**config.mk**
```make
export PLATFORM = sky130hd
export DESIGN_NAME = fifo_rd_stream
export DESIGN_NICKNAME = d
export VERILOG_FILES = /design/src/rtl/fifo_rd_stream.sv
export SDC_FILE = /design/constraint.sdc
export NUM_CORES = 1
export LEC_CHECK = 0
export ABC_AREA = 1
export CAP_MARGIN = 10
export CORE_MARGIN = 2
export CORE_UTILIZATION = 40
export CTS_CLUSTER_DIAMETER = 200
export CTS_CLUSTER_SIZE = 8
export DETAILED_ROUTE_END_ITERATION = 8
export GPL_ROUTABILITY_DRIVEN = 0
export MAX_ROUTING_LAYER = met4
export SETUP_SLACK_MARGIN = 0.2
export SLEW_MARGIN = 20
export SYNTH_ARGS = -nofsm -noshare
export SYNTH_HDL_FRONTEND = slang
export SYNTH_SLANG_ARGS = --single-unit
```
**constraint.sdc**
```tcl
create_clock -name rd_clk -period 3.12 [get_ports rd_clk]
set_input_delay 0.936 -clock rd_clk [delete_from_list [all_inputs] [get_ports rd_clk]]
set_output_delay 0.936 -clock rd_clk [all_outputs]
set_load 0.02 [all_outputs]
```
**src/rtl/fifo_rd_stream.sv**
```systemverilog
// fifo_rd_stream: pops words from a show-ahead FIFO read port and presents
// them as a registered valid/ready stream through a 2-entry buffer.
// The stream is framed into BURST_LEN-beat bursts with out_last and a
// burst_done pulse one cycle after the last beat handshakes.
module fifo_rd_stream #(
  parameter int DATA_WIDTH = 8,
  parameter int BURST_LEN  = 4,
  parameter int POP_GAP    = 1
) (
  input  logic                  rd_clk,
  input  logic                  rst,
  input  logic                  en,
  input  logic                  fifo_empty,
  input  logic [DATA_WIDTH-1:0] fifo_rd_data,
  output logic                  fifo_rd_en,
  output logic                  out_valid,
  input  logic                  out_ready,
  output logic [DATA_WIDTH-1:0] out_data,
  output logic                  out_last,
  output logic                  burst_done
);
  // Gap counter needs at least one bit even when POP_GAP is 0.
  localparam int            GW        = (POP_GAP > 0) ? $clog2(POP_GAP + 1) : 1;
  localparam logic [GW-1:0] GAP_LD    = GW'(POP_GAP);
  localparam logic [7:0]    LAST_BEAT = 8'(BURST_LEN - 1);

  // Entry 0 is always the head; entry 1 is only meaningful when cnt_q==2.
  logic [1:0][DATA_WIDTH-1:0] buf_q;
  logic [1:0]                 cnt_q;
  logic [7:0]                 beat_q;
  logic [GW-1:0]              gap_q;
  logic                       gap_ok;
  logic                       hs;
  logic                       pop;

  assign gap_ok     = (gap_q == '0);
  assign out_valid  = (cnt_q != 2'd0);
  assign out_data   = buf_q[0];
  assign out_last   = out_valid && (beat_q == LAST_BEAT);
  assign hs         = out_valid && out_ready;
  // A full buffer may only accept a word when the head leaves this cycle.
  assign pop        = !rst && en && !fifo_empty && gap_ok &&
                      ((cnt_q != 2'd2) || out_ready);
  assign fifo_rd_en = pop;

  // Buffer storage and occupancy: pop writes the tail, handshake shifts the head.
  always_ff @(posedge rd_clk) begin
    if (rst) begin
      buf_q <= '0;
      cnt_q <= 2'd0;
    end else begin
      unique case ({pop, hs})
        2'b10: begin
          if (cnt_q == 2'd0) buf_q[0] <= fifo_rd_data;
          else               buf_q[1] <= fifo_rd_data;
          cnt_q <= cnt_q + 2'd1;
        end
        2'b01: begin
          buf_q[0] <= buf_q[1];
          cnt_q    <= cnt_q - 2'd1;
        end
        2'b11: begin
          // Count stays put: head advances while the new word lands behind it.
          if (cnt_q == 2'd1) begin
            buf_q[0] <= fifo_rd_data;
          end else begin
            buf_q[0] <= buf_q[1];
            buf_q[1] <= fifo_rd_data;
          end
        end
        default: ;
      endcase
    end
  end

  // Burst framing: count handshakes, wrap on the last beat, pulse burst_done after it.
  always_ff @(posedge rd_clk) begin
    if (rst) begin
      beat_q     <= 8'd0;
      burst_done <= 1'b0;
    end else begin
      burst_done <= hs && out_last;
      if (hs) beat_q <= (beat_q == LAST_BEAT) ? 8'd0 : beat_q + 8'd1;
    end
  end

  // Pop spacing: reload on every pop, count down to zero between pops.
  always_ff @(posedge rd_clk) begin
    if (rst)              gap_q <= '0;
    else if (pop)         gap_q <= GAP_LD;
    else if (gap_q != '0) gap_q <= gap_q - GW'(1);
  end
endmodule
```
==> impl_metrics.csv <==
group,metric,value,unit
power,pwr-share-seq,0.349,
logic_synthesis,synth_most_common_cell,"nand2_1",
logic_synthesis,ys_types,22,
cells_and_area,final_nets,273,
power,p_int,0.844,mW
global_routing,grt_first_pass_wirelength,5.39,mm
flow_run,drv_cap,0,
die,die_height,66.7,µm
logic_synthesis,yosysTopAreaCell,"dfxtp_1",
global_routing,grt_max_degree,29,
logic_synthesis,yosys_register_bits,28,
logic_synthesis,ys.warnings.count,0,
sta,clock_skew,0.00164,ns
cells_and_area,fin_util,0.504,
logic_synthesis,synth.top_cell.area_share,0.357,
sta,tns,0,ns
clock_network,clockRootBuffer,"clkbuf_8",
route,drcViolationCount,0,
cells_and_area,multi_input_area,752,µm²
status,outcome,"finished clean",
logic_synthesis,async_flop_share,0,
power,p_sw,0.492,mW
route,drtIter0Drc,105,
route,firstDrtPassIters,4,
route,vias,1328,
sta,max_freq,0.354,GHz
logic_synthesis,synth_top_cells_by_area,"dfxtp_1 36%, nand2_1 13%, nor2_1 8.6%",
die,io_pins,25,
clock_network,htree_levels,1,
setup_path,endpoint_kind,"output port",
clock_network,cts_max_path_buffers,2,
sta,fin_crit,2.83,ns
min_path,hold_start,"buf_q[14]",
min_path,hold_path_depth,2,
logic_synthesis,ys_seq_area_frac,0.357,
logic_synthesis,synth_edf_count,0,
cells_and_area,ff_latch_area,561,µm²
logic_synthesis,syn_avg_cell_area,6.77,µm²
sta,rsz0062_at_grt,"false",
cells_and_area,n_fill_cell,397,
setup_path,crit_arrival,1.89,ns
sta,fin_hold_ws,0.459,ns
setup_path,critPathKind,"in2out",
global_routing,track_usage,0.159,
setup_path,rr_startpoint,"cnt_q[1]",
route,routed_via_density,4.43,
die,die_area,4440,µm²
setup_path,required,2.18,ns
global_routing,overflow,0,
placement,pre_cts_ws,-0.146,ns
die,fp.dieW,66.7,µm
logic_synthesis,ys.flop_type,"dfxtp_1",
power,p_per_area,713,nW/µm²
die,initial_core_util,0.423,
cells_and_area,diodes,0,
clock_network,clk_pin_slew_worst_paths,0.10,ns
clock_network,cts_buffers,3,
min_path,worstHoldEndpoint,"buf_q[14]",
route,wire_per_inst,10.1,µm
sta,hold_violations,0,
logic_synthesis,synth_commonest_cells,"54 x nand2_1, 36 x nor2_1, 34 x inv_1",
die,rows,22,
global_routing,antenna_found_initial,0,
power,p_sw_frac,0.368,
logic_synthesis,syn_nets,252,
clock_network,cts_hold_buf,0,
route,drtAntennaViolNets,0,
global_routing,grt_pass1_vias,1266,
power,leakage,0.885,nW
sta,drv_slew,0,
die,core-area,3720,µm²
setup_path,rr_endpoint,"out_data[2]",
placement,hpwlAfterDp,2.14,mm
power,peakVddDrop,0.000287,V
logic_synthesis,synth_cells,232,
sta,slew-limit-headroom,0.617,
logic_synthesis,synth_area,1570,µm²
setup_path,worst-r2r-cell-count,12,
setup_path,cp_max_fo,2,
power,power_frac_comb,0.434,
clock_network,numClockSinks,28,
power,power_frac_clock,0.217,
sta,setup_ws,0.294,ns
setup_path,critPathLaunchType,"input pin",
setup_path,ff2ff_setup_slack,1.08,ns
cells_and_area,area_growth,19.3,%
sta,finalCritPeriodShare,0.906,
sta,setup_violations,0,
clock_network,cts_tree,"built",
cells_and_area,drive_gt1_frac,0.0873,
placement,place.port_buffers,24,
min_path,min_path_type,"reg2reg",
sta,worst_slew_pin_slew,0.575,ns
route,wl,3.02,mm
clock_network,clock_latency,0.28,ns
[state kept, by name, summed over array words and instances (netlist names)]
register / cells
cnt_q: 2
out_data: 8
beat_q: 8
burst_done: 1
buf_q: 8
gap_q: 1
[area by class of cell]
cell class | instances | area share
Timing Repair Buffer | 32 | 0.157
Tap cell | 48 | 0.0321
Clock inverter | 1 | 0.0160
Inverter | 36 | 0.0721
Multi-Input combinational cell | 152 | 0.401
Sequential cell | 28 | 0.299
Clock buffer | 3 | 0.0220
[cells by family after synthesis]
| logic type | synth area share |
|---|---|
| flops | 0.357 |
| compound gates | 0.0892 |
| fa+ha+maj | 0.0558 |
| simple gates | 0.316 |
| xor+xnor | 0.0167 |
| buf+inv | 0.166 |
[power groups by stage]
stage          sequential, mW  clock (mW)  combinational, mW
2_1_floorplan           0.470           0              0.470
6_report                0.466       0.290              0.580
4_1_cts                 0.468       0.303              0.584
3_5_place_dp            0.476           0              0.582
5_1_grt                 0.476       0.314              0.665
3_3_place_gp            0.475           0              0.578
[through the flow]
step                instances  instance area [µm²]  power, mW
CTS                       300                 1870       1.35
global route              300                 1870       1.46
detailed placement        296                 1810       1.06
floorplan                 232                 1570      0.940
global placement          296                 1810       1.05
finish                    300                 1870       1.34
[critical path, stage by stage]
cell and delay (ns):
clkdlybuf4s50_1 0.49, inv_2 0.04, nand2_1 0.07, nand3_1 0.10
inv_1 0.09, clkbuf_2 0.16
[layer usage]
metal,wire length [µm],track usage
met3,121,0.0186
met2,1230,0.250
met4,29,0.0561
met5,0,-
met1,1640,0.210
[cells in the final DEF (no fill, tap or decap)]
| cell type | Yosys | final |
|---|---|---|
| nand4_4 | 1 | 1 |
| nand3_1 | 14 | 14 |
| bufinv_16 | 0 | 1 |
| inv_2 | 2 | 2 |
| clkbuf_8 | 0 | 3 |
| dlygate4sd2_1 | 0 | 1 |
| nand2_2 | 1 | 2 |
| ha_1 | 7 | 7 |
| nor2_2 | 1 | 1 |
| nor3_2 | 1 | 1 |
| clkdlybuf4s50_1 | 0 | 22 |
| nor4_1 | 1 | 1 |
| nor3_1 | 1 | 1 |
| inv_1 | 34 | 34 |
| a21oi_1 | 18 | 18 |
| o21ai_0 | 10 | 10 |
| nand4_1 | 2 | 2 |
| clkbuf_2 | 0 | 1 |
| xor2_1 | 3 | 3 |
| nor2_1 | 36 | 36 |
| buf_4 | 11 | 8 |
| dfxtp_1 | 28 | 28 |
| nand3_2 | 2 | 2 |
| nand2_1 | 54 | 53 |
[worst max-delay path by stage]
stage,startpoint,end,slack [ns],cells after the start
2_1_floorplan,cnt_q[0],out_last,0.56,5
3_3_place_gp,out_ready,fifo_rd_en,-0.13,6
3_5_place_dp,out_ready,fifo_rd_en,-0.15,6
4_1_cts,out_ready,fifo_rd_en,0.12,6
5_1_grt,out_ready,fifo_rd_en,0.20,6
6_report,out_ready,fifo_rd_en,0.29,6
[timing repair]
item                                    4_1_cts  5_1_grt
pin swaps                                     0        0
gates cloned                                  0        0
gates resized for setup                       2        3
setup buffers                                 0        0
endpoints found under the setup margin        2        3
hold endpoints to repair                      0        0
Note: power is estimated with default switching activity, not from simulation.
